## config.mk

```make
export PLATFORM = sky130hd
export DESIGN_NAME = ysyx_22041071_pipe_ctrl
export DESIGN_NICKNAME = d
export VERILOG_FILES = /design/src/rtl/ysyx_22041071_pipe_ctrl_pkg.sv /design/src/rtl/ysyx_22041071_ld_scoreboard.sv /design/src/rtl/ysyx_22041071_pipe_ctrl.sv
export SDC_FILE = /design/constraint.sdc
export NUM_CORES = 1
export LEC_CHECK = 0
export ABC_AREA = 0
export CAP_MARGIN = 20
export CORE_MARGIN = 3
export CORE_UTILIZATION = 52
export CTS_BUF_LIST = sky130_fd_sc_hd__clkbuf_4 sky130_fd_sc_hd__clkbuf_8 sky130_fd_sc_hd__clkbuf_16
export CTS_CLUSTER_DIAMETER = 120
export DETAILED_ROUTE_END_ITERATION = 6
export HOLD_SLACK_MARGIN = 0.1
export PLACE_DENSITY_LB_ADDON = 0.05
export SYNTH_ARGS = -nofsm -noshare
export SYNTH_HDL_FRONTEND = slang
export SYNTH_SLANG_ARGS = --single-unit
```

## constraint.sdc

```tcl
create_clock -name clk -period 7 [get_ports clk]
set_input_delay 1.75 -clock clk [delete_from_list [all_inputs] [get_ports clk]]
set_output_delay 1.75 -clock clk [all_outputs]
set_load 0.005 [all_outputs]
```

## src/rtl/ysyx_22041071_pipe_ctrl_pkg.sv

```systemverilog
// Shared constants for the ysyx_22041071 pipeline controller.
// Holds the sequencer state encoding, opcode constants and register index width.
package ysyx_22041071_pipe_ctrl_pkg;

  localparam int unsigned REG_W = 5;
  localparam int unsigned NREG  = 1 << REG_W;

  typedef enum logic [1:0] {
    ST_IDLE     = 2'd0,
    ST_MD_WAIT  = 2'd1,
    ST_REDIRECT = 2'd2
  } pc_state_t;

  localparam logic [6:0] OP_LOAD   = 7'b0000011;
  localparam logic [6:0] OP_REG    = 7'b0110011;
  localparam logic [6:0] F7_MULDIV = 7'b0000001;

endpackage

```

## src/rtl/ysyx_22041071_ld_scoreboard.sv

```systemverilog
// Per-register in-flight load scoreboard; flags a RAW hazard on rs1/rs2.
// Ports: clk/reset, set (issuing load rd), clr (load in WB), rs1/rs2 lookup, raw.
module ysyx_22041071_ld_scoreboard
  import ysyx_22041071_pipe_ctrl_pkg::*;
(
  input  logic             clk,
  input  logic             reset,
  input  logic             set_en,
  input  logic [REG_W-1:0] set_rd,
  input  logic             clr_en,
  input  logic [REG_W-1:0] clr_rd,
  input  logic [REG_W-1:0] rs1,
  input  logic [REG_W-1:0] rs2,
  input  logic             rs1_used,
  input  logic             rs2_used,
  output logic             raw
);

  logic [NREG-1:0] pend;
  logic [NREG-1:0] pend_nxt;
  logic [NREG-1:0] clr_mask;
  logic [NREG-1:0] pend_eff;

  assign clr_mask = clr_en ? (NREG'(1) << clr_rd) : '0;

  // A load sitting in WB is forwardable, so it no longer blocks issue.
  assign pend_eff = pend & ~clr_mask;

  assign raw = (rs1_used && pend_eff[rs1])
            || (rs2_used && pend_eff[rs2]);

  // Clear first so a same-cycle set of the same register wins.
  always_comb begin
    pend_nxt = pend & ~clr_mask;
    if (set_en) pend_nxt[set_rd] = 1'b1;
    pend_nxt[0] = 1'b0;
  end

  always_ff @(posedge clk or posedge reset) begin
    if (reset) pend <= '0;
    else       pend <= pend_nxt;
  end

endmodule

```

## src/rtl/ysyx_22041071_pipe_ctrl.sv

```systemverilog
// Central issue/stall/flush sequencer for the 5-stage ysyx_22041071 core.
// Ports: ID decode info, EX/MD/WB status in; issue, stall, flush, hold, counters out.
module ysyx_22041071_pipe_ctrl
  import ysyx_22041071_pipe_ctrl_pkg::*;
#(
  parameter int unsigned MD_TIMEOUT = 64,
  parameter int unsigned CNT_W      = 32
) (
  input  logic             clk,
  input  logic             reset,
  input  logic             id_valid,
  input  logic [REG_W-1:0] id_rs1,
  input  logic [REG_W-1:0] id_rs2,
  input  logic             id_rs1_used,
  input  logic             id_rs2_used,
  input  logic [REG_W-1:0] id_rd,
  input  logic             id_rd_wen,
  input  logic             id_is_load,
  input  logic             id_is_muldiv,
  input  logic             ex_ready,
  input  logic             ex_redirect,
  input  logic             md_done,
  input  logic             wb_ld_done,
  input  logic [REG_W-1:0] wb_rd,
  output logic             issue,
  output logic             stall_if,
  output logic             stall_id,
  output logic             bubble_ex,
  output logic             hold_ex,
  output logic             flush_if_id,
  output logic             flush_id_ex,
  output logic             md_err,
  output logic [CNT_W-1:0] stall_cnt,
  output logic [CNT_W-1:0] flush_cnt
);

  localparam int unsigned MW = $clog2(MD_TIMEOUT);
  localparam logic [MW-1:0] MD_LAST = MW'(MD_TIMEOUT - 1);

  pc_state_t   state;
  logic [MW-1:0] md_cnt;
  logic        raw;
  logic        can_issue;
  logic        md_last;
  logic        ld_set;

  ysyx_22041071_ld_scoreboard u_sb (
    .clk      (clk),
    .reset    (reset),
    .set_en   (ld_set),
    .set_rd   (id_rd),
    .clr_en   (wb_ld_done),
    .clr_rd   (wb_rd),
    .rs1      (id_rs1),
    .rs2      (id_rs2),
    .rs1_used (id_rs1_used),
    .rs2_used (id_rs2_used),
    .raw      (raw)
  );

  assign can_issue = id_valid && ex_ready && !raw
                  && !ex_redirect && (state == ST_IDLE);
  assign md_last   = (md_cnt == MD_LAST);
  assign ld_set    = issue && id_is_load && id_rd_wen
                  && (id_rd != '0);

  always_comb begin
    issue       = 1'b0;
    stall_if    = 1'b0;
    stall_id    = 1'b0;
    bubble_ex   = 1'b0;
    hold_ex     = 1'b0;
    flush_if_id = 1'b0;
    flush_id_ex = 1'b0;
    if (reset) begin
      bubble_ex = id_valid;
    end else begin
      issue = can_issue;
      unique case (state)
        ST_IDLE: begin
          // Flush outranks stall: both registers get cleared.
          if (ex_redirect) begin
            flush_if_id = 1'b1;
            flush_id_ex = 1'b1;
          end else if (id_valid && !can_issue) begin
            stall_if  = 1'b1;
            stall_id  = 1'b1;
            bubble_ex = 1'b1;
          end
        end
        ST_REDIRECT: begin
          bubble_ex = 1'b1;
          if (ex_redirect) begin
            flush_if_id = 1'b1;
            flush_id_ex = 1'b1;
          end
        end
        ST_MD_WAIT: begin
          stall_if = 1'b1;
          stall_id = 1'b1;
          hold_ex  = !md_done && !md_last;
        end
        default: ;
      endcase
    end
  end

  always_ff @(posedge clk or posedge reset) begin
    if (reset) begin
      state     <= ST_IDLE;
      md_cnt    <= '0;
      md_err    <= 1'b0;
      stall_cnt <= '0;
      flush_cnt <= '0;
    end else begin
      if (id_valid && !issue)
        stall_cnt <= stall_cnt + CNT_W'(1);
      unique case (state)
        ST_IDLE: begin
          if (ex_redirect) begin
            flush_cnt <= flush_cnt + CNT_W'(1);
            state     <= ST_REDIRECT;
          end else if (issue && id_is_muldiv) begin
            md_cnt <= '0;
            state  <= ST_MD_WAIT;
          end
        end
        ST_REDIRECT: begin
          if (ex_redirect)
            flush_cnt <= flush_cnt + CNT_W'(1);
          else
            state <= ST_IDLE;
        end
        ST_MD_WAIT: begin
          if (md_done) begin
            md_cnt <= '0;
            state  <= ST_IDLE;
          end else if (md_last) begin
            md_err <= 1'b1;
            md_cnt <= '0;
            state  <= ST_IDLE;
          end else begin
            md_cnt <= md_cnt + MW'(1);
          end
        end
        default: state <= ST_IDLE;
      endcase
    end
  end

endmodule
```

==> flow_summary_export.csv <==
group,metric,value,unit
run_status,outcome,"complete, no violations",
placed_design,dp_hpwl,10.1,mm
cells_and_area,finish.instance_area,6670,µm²
worst_hold_path,hp-class,"reg -> reg",
clocking,numClockSinks,104,
floorplan,core_area,9860,µm²
pwr,p_comb_share,18.7,%
critical_path,r2r_start,"u_sb.pend[30]$_DFF_PP0_",
pwr,power.switching,382,µW
route,drt-vias-per-instance,5.95,
timing,skew,0.0110,ns
clocking,cts_resized,0,
cells_and_area,synthToLayoutAreaGrowth,25.6,%
route,dr.max_layer_used,"met4",
cells_and_area,drive_gt1_share,7.31,%
critical_path,worst-r2r-cell-count,9,
clocking,numCtsBuffers,9,
synth,post_synth_num_cell_types,59,
worst_hold_path,hold_end,"md_err$_DFFE_PP0P_",
clocking,postCtsSetupRepairBufs,0,
critical_path,crit_required,5.25,ns
critical_path,cp.arrival,5.05,ns
timing,max_slew_margin,28.8,%
synth,syn_area,5310,µm²
synth,synthArstFlopShare,100,%
synth,synthTopCellsByArea,"dfrtp_1 (49%), xor2_1 (5.9%), xnor2_1 (4.6%)",
pwr,p_int,925,µW
clocking,cts.path.max_buffers,2,
synth,synth.top_cell.area_share,49.0,%
timing,finalSetupViolCount,0,
timing,hold_viol_final,0,
route,route.detailed.drc,0,
cells_and_area,nNetsFinal,659,
cells_and_area,final_util,67.6,%
route,vias,4532,
route,drtAntennaViolNets,0,
synth,synth-main-ff-cell,"dfrtp_1",
timing,slew_viol_final,0,
route,wl_met1,6.08,mm
job,cap_violations,0,
floorplan,io_pins,104,
clocking,clockRootBuffer,"clkbuf_8",
timing,fmax,147,MHz
synth,syn-num-nets,554,
placed_design,routabilityCongestion,0.902,
floorplan,dieWidth,107,µm
placed_design,dpl_cell_area,6480,µm²
critical_path,r2r_slack,3.96,ns
route,routed_wl,14.0,mm
grt,grt_max_degree,60,
critical_path,crit_path_start,"wb_rd[1]",
floorplan,placement_rows,36,
route,drt_pass1_iterations,5,
cells_and_area,insertedDiodeCount,0,
route,wl_per_cell,18.3,µm
critical_path,critPathLaunchType,"input pin",
pwr,pwr-share-clk,28.1,%
floorplan,start_util,53.9,%
worst_hold_path,hold_start,"md_err$_DFFE_PP0P_",
critical_path,critPathMaxFanout,8,
timing,hold_slack,0.463,ns
route,wl_met2,6.62,mm
pwr,irDropWorstVdd,0.149,mV
critical_path,cp-end-kind,"output port",
clocking,htree_levels,3,
grt,antenna_found_initial,0,
synth,synth-warning-count,0,
clocking,cts_tree,"done",
pwr,powerDensity,196,nW/µm²
clocking,worst_skew_pair.late_latency,0.39,ns
synth,yosysSeqAreaShare,49.0,%
synth,yosys.area.top_type,"dfrtp_1",
clocking,path_clk_slew,0.09,ns
clocking,holdBufCountCts,0,
floorplan,dieArea,11500,µm²
route,wl_met3,932,µm
critical_path,r2r_end,"stall_cnt[1]$_DFFE_PP0P_",
synth,synth_most_common_cell,"dfrtp_1",
grt,track_usage,25.2,%
timing,fin_crit,6.80,ns
worst_hold_path,holdPathStages,1,
floorplan,die_h,107,µm
grt,grt_pass1_wl,22.8,mm
timing,fin_tns_setup,0,ns
grt,grt_overflow,0,
timing,finalCritPeriodShare,97.1,%
grt,grt_pass1_vias,4512,
route,drt_iter0_drc,251,
pwr,power_frac_seq,53.2,%
pwr,p_leak,2.91,nW
timing,tightest_slew,1.06,ns
synth,synth_edf_count,0,
synth,syn_inst,519,
synth,ys_seq_elements,104,
synth,synth_top_cells_by_count,"dfrtp_1 (104), nand2_1 (43), o21ai_1 (36), xor2_1 (36), nor2_1 (34)",
timing,grt_setup_unrepaired,"no",
synth,avgSynthCellArea,10.2,µm²
pwr,p_sw_share,29.2,%
critical_path,crit_type,"in -> out",
placed_design,port_buffers,103,
[routing by layer]
layer / GRT usage, % / up-vias
met1: 34.2 / 2251
met4: 8.95 / 0
met3: 7.22 / 33
li1: - / 2085
met2: 38.5 / 163
met5: 0 / -
[logic make-up after synthesis]
family / count (synthesis) / synth area share, %
simple gates: 204 / 21.6
flops: 104 / 49.0
compound gates: 99 / 10.8
xor+xnor: 64 / 10.6
buf+inv: 27 / 2.50
mux: 18 / 4.85
fa+ha+maj: 3 / 0.707
[how the worst max path moves through the flow]
stage                  endpoint  slack, ns  depth (start not counted)
floorplan           flush_if_id       0.83                          3
global placement      bubble_ex       0.16                         11
detailed placement    bubble_ex       0.12                         11
CTS                   bubble_ex       0.12                         11
global route          bubble_ex      0.009                         11
finish                bubble_ex       0.20                         11
[state kept, by name (all words and copies together), names as in the netlist]
| name | count |
|---|---|
| stall_cnt | 32 |
| md_err | 1 |
| md_cnt | 6 |
| u_sb.pend | 31 |
| state | 2 |
| flush_cnt | 32 |
[worst max-delay path, stage by stage]
cell and delay [ns]:
clkdlybuf4s50_1 0.52, nand4bb_1 0.51, o21ai_1 0.37, mux4_2 0.28, nor3_1 0.05, or4_1 0.49
a31oi_2 0.24, a21oi_1 0.13, a21oi_1 0.13, o21ai_0 0.12, clkdlybuf4s50_1 0.47
[cell usage in the layout (no fill, tap or decap), drive strengths merged, types with 11 or more instances in the layout]
| master | netlist | final |
|---|---|---|
| nor3 | 21 | 21 |
| dfrtp | 104 | 104 |
| clkdlybuf4s50 | 0 | 103 |
| xor2 | 36 | 36 |
| nand2 | 44 | 44 |
| inv | 9 | 11 |
| xnor2 | 28 | 28 |
| nand3 | 16 | 16 |
| nor2 | 34 | 34 |
| and3 | 12 | 12 |
| o21ai | 70 | 70 |
[power groups by stage]
stage                     Sequential, mW  Combinational, mW  Clock (mW)
final                              0.696              0.244       0.367
after global routing               0.706              0.268       0.400
after CTS                          0.697              0.247       0.377
after detailed placement           0.707              0.246           0
after global placement             0.705              0.240           0
after floorplan                    0.701              0.104           0
[metrics by stage]
stage	setup WS [ns]	std cells	power, mW
floorplan	0.825	519	0.805
global placement	0.165	746	0.944
detailed placement	0.122	746	0.952
CTS	0.119	762	1.32
global route	0.00914	762	1.37
finish	0.203	762	1.31
[cell type report]
class,count,area (µm²)
flip-flops and latches,104,2600
repair buffers,111,1090
fillers,765,3190
clock buffers,10,138
well taps,133,166
multi-input cells,388,2580
clock inverters,6,51.3
inverters,10,40.0
Power figures use the tool's default switching activity.
